==> config.mk <==
export PLATFORM = sky130hd
export DESIGN_NAME = issue_queue_compact
export DESIGN_NICKNAME = d
export VERILOG_FILES = /design/src/rtl/issue_queue_compact.sv
export SDC_FILE = /design/constraint.sdc
export NUM_CORES = 2
export LEC_CHECK = 0
export CAP_MARGIN = 20
export CELL_PAD_IN_SITES_DETAIL_PLACEMENT = 1
export CELL_PAD_IN_SITES_GLOBAL_PLACEMENT = 2
export CORE_ASPECT_RATIO = 1.2
export CORE_UTILIZATION = 24
export CTS_BUF_LIST = sky130_fd_sc_hd__clkbuf_16
export DETAILED_ROUTE_END_ITERATION = 16
export HOLD_SLACK_MARGIN = 0.06
export PLACE_DENSITY = 0.57
export SYNTH_ARGS = -nofsm -noshare
export SYNTH_HDL_FRONTEND = slang
export SYNTH_SLANG_ARGS = --single-unit
==> constraint.sdc <==
create_clock -name clk -period 8.5 [get_ports clk]
set_input_delay 1.275 -clock clk [delete_from_list [all_inputs] [get_ports clk]]
set_output_delay 1.275 -clock clk [all_outputs]
set_load 0.02 [all_outputs]
==> src/rtl/issue_queue_compact.sv <==
// Age-ordered collapsing issue queue: oldest-first select of up to ISS_W ready entries, compaction, dispatch append.
// Latency: a ready entry can issue the cycle after dispatch; a wakeup makes a waiting entry issuable next cycle.
// Backpressure: iss_ready=0 holds the selection; disp_ready requires DISP_W free slots and ignores same-cycle frees.
module issue_queue_compact #(
    parameter int DEPTH  = 8,
    parameter int DATA_W = 32,
    parameter int TAG_W  = 6,
    parameter int DISP_W = 2,
    parameter int ISS_W  = 2
) (
    input  logic                         clk,
    input  logic                         rst_n,
    input  logic                         flush,
    input  logic [DISP_W-1:0]            disp_valid,
    input  logic [DISP_W*DATA_W-1:0]     disp_data,
    input  logic [DISP_W*TAG_W-1:0]      disp_tag,
    input  logic [DISP_W-1:0]            disp_rdy,
    output logic                         disp_ready,
    input  logic                         wake_valid,
    input  logic [TAG_W-1:0]             wake_tag,
    output logic [ISS_W-1:0]             iss_valid,
    output logic [ISS_W*DATA_W-1:0]      iss_data,
    input  logic                         iss_ready,
    output logic [$clog2(DEPTH+1)-1:0]   count
);
    localparam int CNT_W = $clog2(DEPTH+1);

    logic [DEPTH-1:0]  valid_q;
    logic [DEPTH-1:0]  rdy_q;
    logic [TAG_W-1:0]  tag_q  [DEPTH];
    logic [DATA_W-1:0] data_q [DEPTH];
    logic [CNT_W-1:0]  count_q;

    logic [DEPTH-1:0]  sel;
    logic [DEPTH-1:0]  nxt_valid;
    logic [DEPTH-1:0]  nxt_rdy;
    logic [TAG_W-1:0]  nxt_tag  [DEPTH];
    logic [DATA_W-1:0] nxt_data [DEPTH];
    logic [CNT_W-1:0]  nxt_count;

    assign count      = count_q;
    assign disp_ready = (DEPTH - int'(count_q)) >= DISP_W;

    // Select looks only at registered state, so a wakeup this cycle cannot feed it.
    always_comb begin
        int seen;
        seen      = 0;
        sel       = '0;
        iss_valid = '0;
        iss_data  = '0;
        for (int i = 0; i < DEPTH; i++) begin
            if (valid_q[i] && rdy_q[i] && seen < ISS_W) begin
                sel[i] = 1'b1;
                for (int k = 0; k < ISS_W; k++) begin
                    if (k == seen) begin
                        iss_valid[k]                 = 1'b1;
                        iss_data[k*DATA_W +: DATA_W] = data_q[i];
                    end
                end
                seen++;
            end
        end
    end

    // Survivors slide down to slot s in age order; accepted dispatch lanes land behind them.
    always_comb begin
        int s;
        s         = 0;
        nxt_valid = '0;
        nxt_rdy   = '0;
        for (int j = 0; j < DEPTH; j++) begin
            nxt_tag[j]  = '0;
            nxt_data[j] = '0;
        end
        for (int i = 0; i < DEPTH; i++) begin
            if (valid_q[i] && !(sel[i] && iss_ready)) begin
                for (int j = 0; j < DEPTH; j++) begin
                    if (j == s) begin
                        nxt_valid[j] = 1'b1;
                        nxt_rdy[j]   = rdy_q[i] | (wake_valid && tag_q[i] == wake_tag);
                        nxt_tag[j]   = tag_q[i];
                        nxt_data[j]  = data_q[i];
                    end
                end
                s++;
            end
        end
        if (disp_ready) begin
            for (int k = 0; k < DISP_W; k++) begin
                if (disp_valid[k]) begin
                    for (int j = 0; j < DEPTH; j++) begin
                        if (j == s) begin
                            nxt_valid[j] = 1'b1;
                            nxt_rdy[j]   = disp_rdy[k] |
                                           (wake_valid && disp_tag[k*TAG_W +: TAG_W] == wake_tag);
                            nxt_tag[j]   = disp_tag[k*TAG_W +: TAG_W];
                            nxt_data[j]  = disp_data[k*DATA_W +: DATA_W];
                        end
                    end
                    s++;
                end
            end
        end
        nxt_count = CNT_W'(s);
    end

    always_ff @(posedge clk) begin
        if (!rst_n || flush) begin
            valid_q <= '0;
            rdy_q   <= '0;
            count_q <= '0;
        end else begin
            valid_q <= nxt_valid;
            rdy_q   <= nxt_rdy;
            tag_q   <= nxt_tag;
            data_q  <= nxt_data;
            count_q <= nxt_count;
        end
    end
endmodule

==> impl_metrics.toml <==
[run_status]
status = "finished, final reports clean"

[yosys]
postSynthCellCount = 5404
syn_nets = 5545
ys_seq_area_frac = 0.253
synth.most_common_cell = "a21oi_1"
synth.area.top_cells = "edfxtp_1, a21oi_1, clkbuf_1, nand2_1, o211ai_1"
yosys.area.top_type = "edfxtp_1"
syn_avg_cell_area_sq_um = 6.96
syn_area_sq_um = 37600
synth-warning-count = 0
synth_commonest_cells = "a21oi_1, clkbuf_1, nand2_1"
yosysTopAreaCellShare = 0.243
synth_edf_count = 304
synth_flop_cell = "edfxtp_1"
synth_cell_types = 90
synthArstFlopShare = 0
synth-seq-cells = 324

[clocking]
cts-root-buf = "clkbuf_16"
clkTransAtPathRegs_ps = 60
clkSinkCount = 324
hold_buffers = 0
htreeDepth = 2
cts_tree = "built"
clock_latency_ps = 710
cts_buffers = 50
cts_buffer_depth = 3

[grt]
grt_max_degree = 108
grtUsageTotal = 0.337
overflow = 0
grt_pass1_wl_microns = 380000
grt_pass1_vias = 46200
antenna_found_initial = 10

[critical_path]
r2r_cells = 30
endpoint_kind = "output pin"
worstPathRequired_ps = 7220
worstSetupPathType = "reg2out"
cp_cell_sequence = "nand2_1 > ha_2 > xnor2_1 > inv_1 > ha_2 > nor2_1 > nor2_1 > ha_1 > o31ai_2 > buf_4 > a21oi_1 > and3_1 > xnor2_2 > inv_1 > ha_1 > nor2b_1 > nand2_1 > mux2i_4 > nand2_8 > buf_4 > a21oi_1 > clkdlybuf4s50_1"
crit_fanout = 22
critical-path-slowest-cell = "clkdlybuf4s50_1"
worstPathArrival_ps = 6890
slowest_delay_ps = 660
start_kind = "flop"

[pwr]
leakage_nw = 13.9
finalPower_mw = 5.71
vdd_drop_max_mv = 0.139
power.density_nw_per_um2 = 132

[sta]
period_needed_ps = 8170
timing.final.crit_share = 0.961
finalHoldViolCount = 0
worst_pin_slew_ps = 1230
whs_ps = 889
maxSlewHeadroom = 0.181
drv_slew = 0
finalSetupViolations = 0
fmax_mhz = 122
skew_ps = 33.2
tns_ps = 0

[placed_design]
place_inst = 7048
portBuffers = 161
hpwlAfterDp_microns = 164000
routabilityCongestion = 0.891
placed_cell_area_sq_um = 41800

[floorplanning]
num_rows = 158
die_h_microns = 436
dieWidth_microns = 363
ioPinCount = 162
core_area_sq_um = 155000
start_util = 0.243
dieArea_sq_um = 158000

[final_layout]
syn_to_final_growth_pct = 15.3
final_area_sq_um = 43400
fin_cells = 7142
fin_nets = 5163
layout-drive-gt1-share = 0.103

[detailed_routing]
num_vias = 47900
drc = 0
drt_wl_total_microns = 278000
avgViaCountPerCell = 6.70
drt_iter0_markers = 6323
postRouteAntennaNets = 0
avgRoutedWirePerCell_microns = 38.9
first_pass_iters = 9

[hold_path]
hp-class = "reg2reg"
worstHoldPathCells = 3

[run]
max_cap_viol_count = 0
sequential cells by signal (all words and copies together), names as in the netlist:
name and flops:
tag_q 48, valid_q 8, data_q 256, rdy_q 8
count 4
cells by family (layout without fill, tap and decap cells):
logic type      after synthesis  in the layout  share of synthesized area
compound gates             2158           2158                      0.378
fa+ha+maj                    50             50                     0.0168
flops                       324            324                      0.253
buf+inv                     877            531                     0.0901
simple gates               1835           1836                      0.219
xor+xnor                     81             81                     0.0211
mux                          79             79                     0.0221
other cells                   0              3                          0
final cells by class:
cell class	count	area (sq um)
diodes	3	7.51
clock buffers	52	1300
clock inverters	37	209
fillers	18700	112000
inverters	41	164
multi-input cells	4204	25300
flip-flops and latches	324	9530
well taps	2080	2600
repair buffers	401	4250
cells in the final DEF, fill, tap and decap left out, types with 121 or more instances in the layout:
cell type,netlist,routed
nand3_1,301,292
clkdlybuf4s50_1,0,161
o21ai_0,277,277
nor4_1,133,130
a21oi_1,798,789
edfxtp_1,304,304
a221oi_1,152,152
nand2_1,637,621
o211ai_1,283,283
buf_4,0,173
nor3_1,123,121
a211oi_1,259,259
nor2_1,489,482
report_power, final:
part | total [mW] | switching [mW] | internal [mW]
clock | 2.12 | 0.988 | 1.13
combinational | 1.52 | 0.994 | 0.523
sequential | 2.07 | 0.193 | 1.88
stage by stage:
step,setup WS (ps),util
4_1_cts,38.6,0.279
3_5_place_dp,57.5,0.269
6_report,330,0.280
5_1_grt,-5.25,0.280
3_3_place_gp,15.8,0.269
2_1_floorplan,148,-
timing repair:
action / 4_1_cts / 5_1_grt
endpoints found under the setup margin: 12 / 40
buffers inserted: 0 / 1
resized for setup: 4 / 10
hold endpoints to repair: 0 / 0
pin swaps: 0 / 1
cloned: 0 / 1
per-layer routing:
metal | wire (microns) | global-route usage | vias up | part of all wire
met5 | 62 | 0 | - | 0.00022
met4 | 19200 | 0.197 | 8 | 0.069
met3 | 25700 | 0.0625 | 949 | 0.092
met2 | 126000 | 0.542 | 3175 | 0.45
met1 | 107000 | 0.419 | 24100 | 0.39
li1 | - | - | 19600 | -
worst paths after layout:
check	end	slack, ps	start
worst max-delay path	iss_data[36]	330	valid_q[1]
worst min-delay path	data_q[146]	890	data_q[18]
worst max register to register	tag_q[25]	520	valid_q[1]
worst min register to register	data_q[146]	890	data_q[18]
critical path, delay by kind of cell (launching register included):
family	cells	cell delay, ps
muxes	1	250
AOI/OAI and AO/OA	3	670
and+or+nand+nor	7	1380
xor gates and xnor gates	2	610
DFF	1	500
adders and majority gates	4	1300
buffers and inverters	5	1440
No activity file was read; power rests on OpenSTA's default activity.
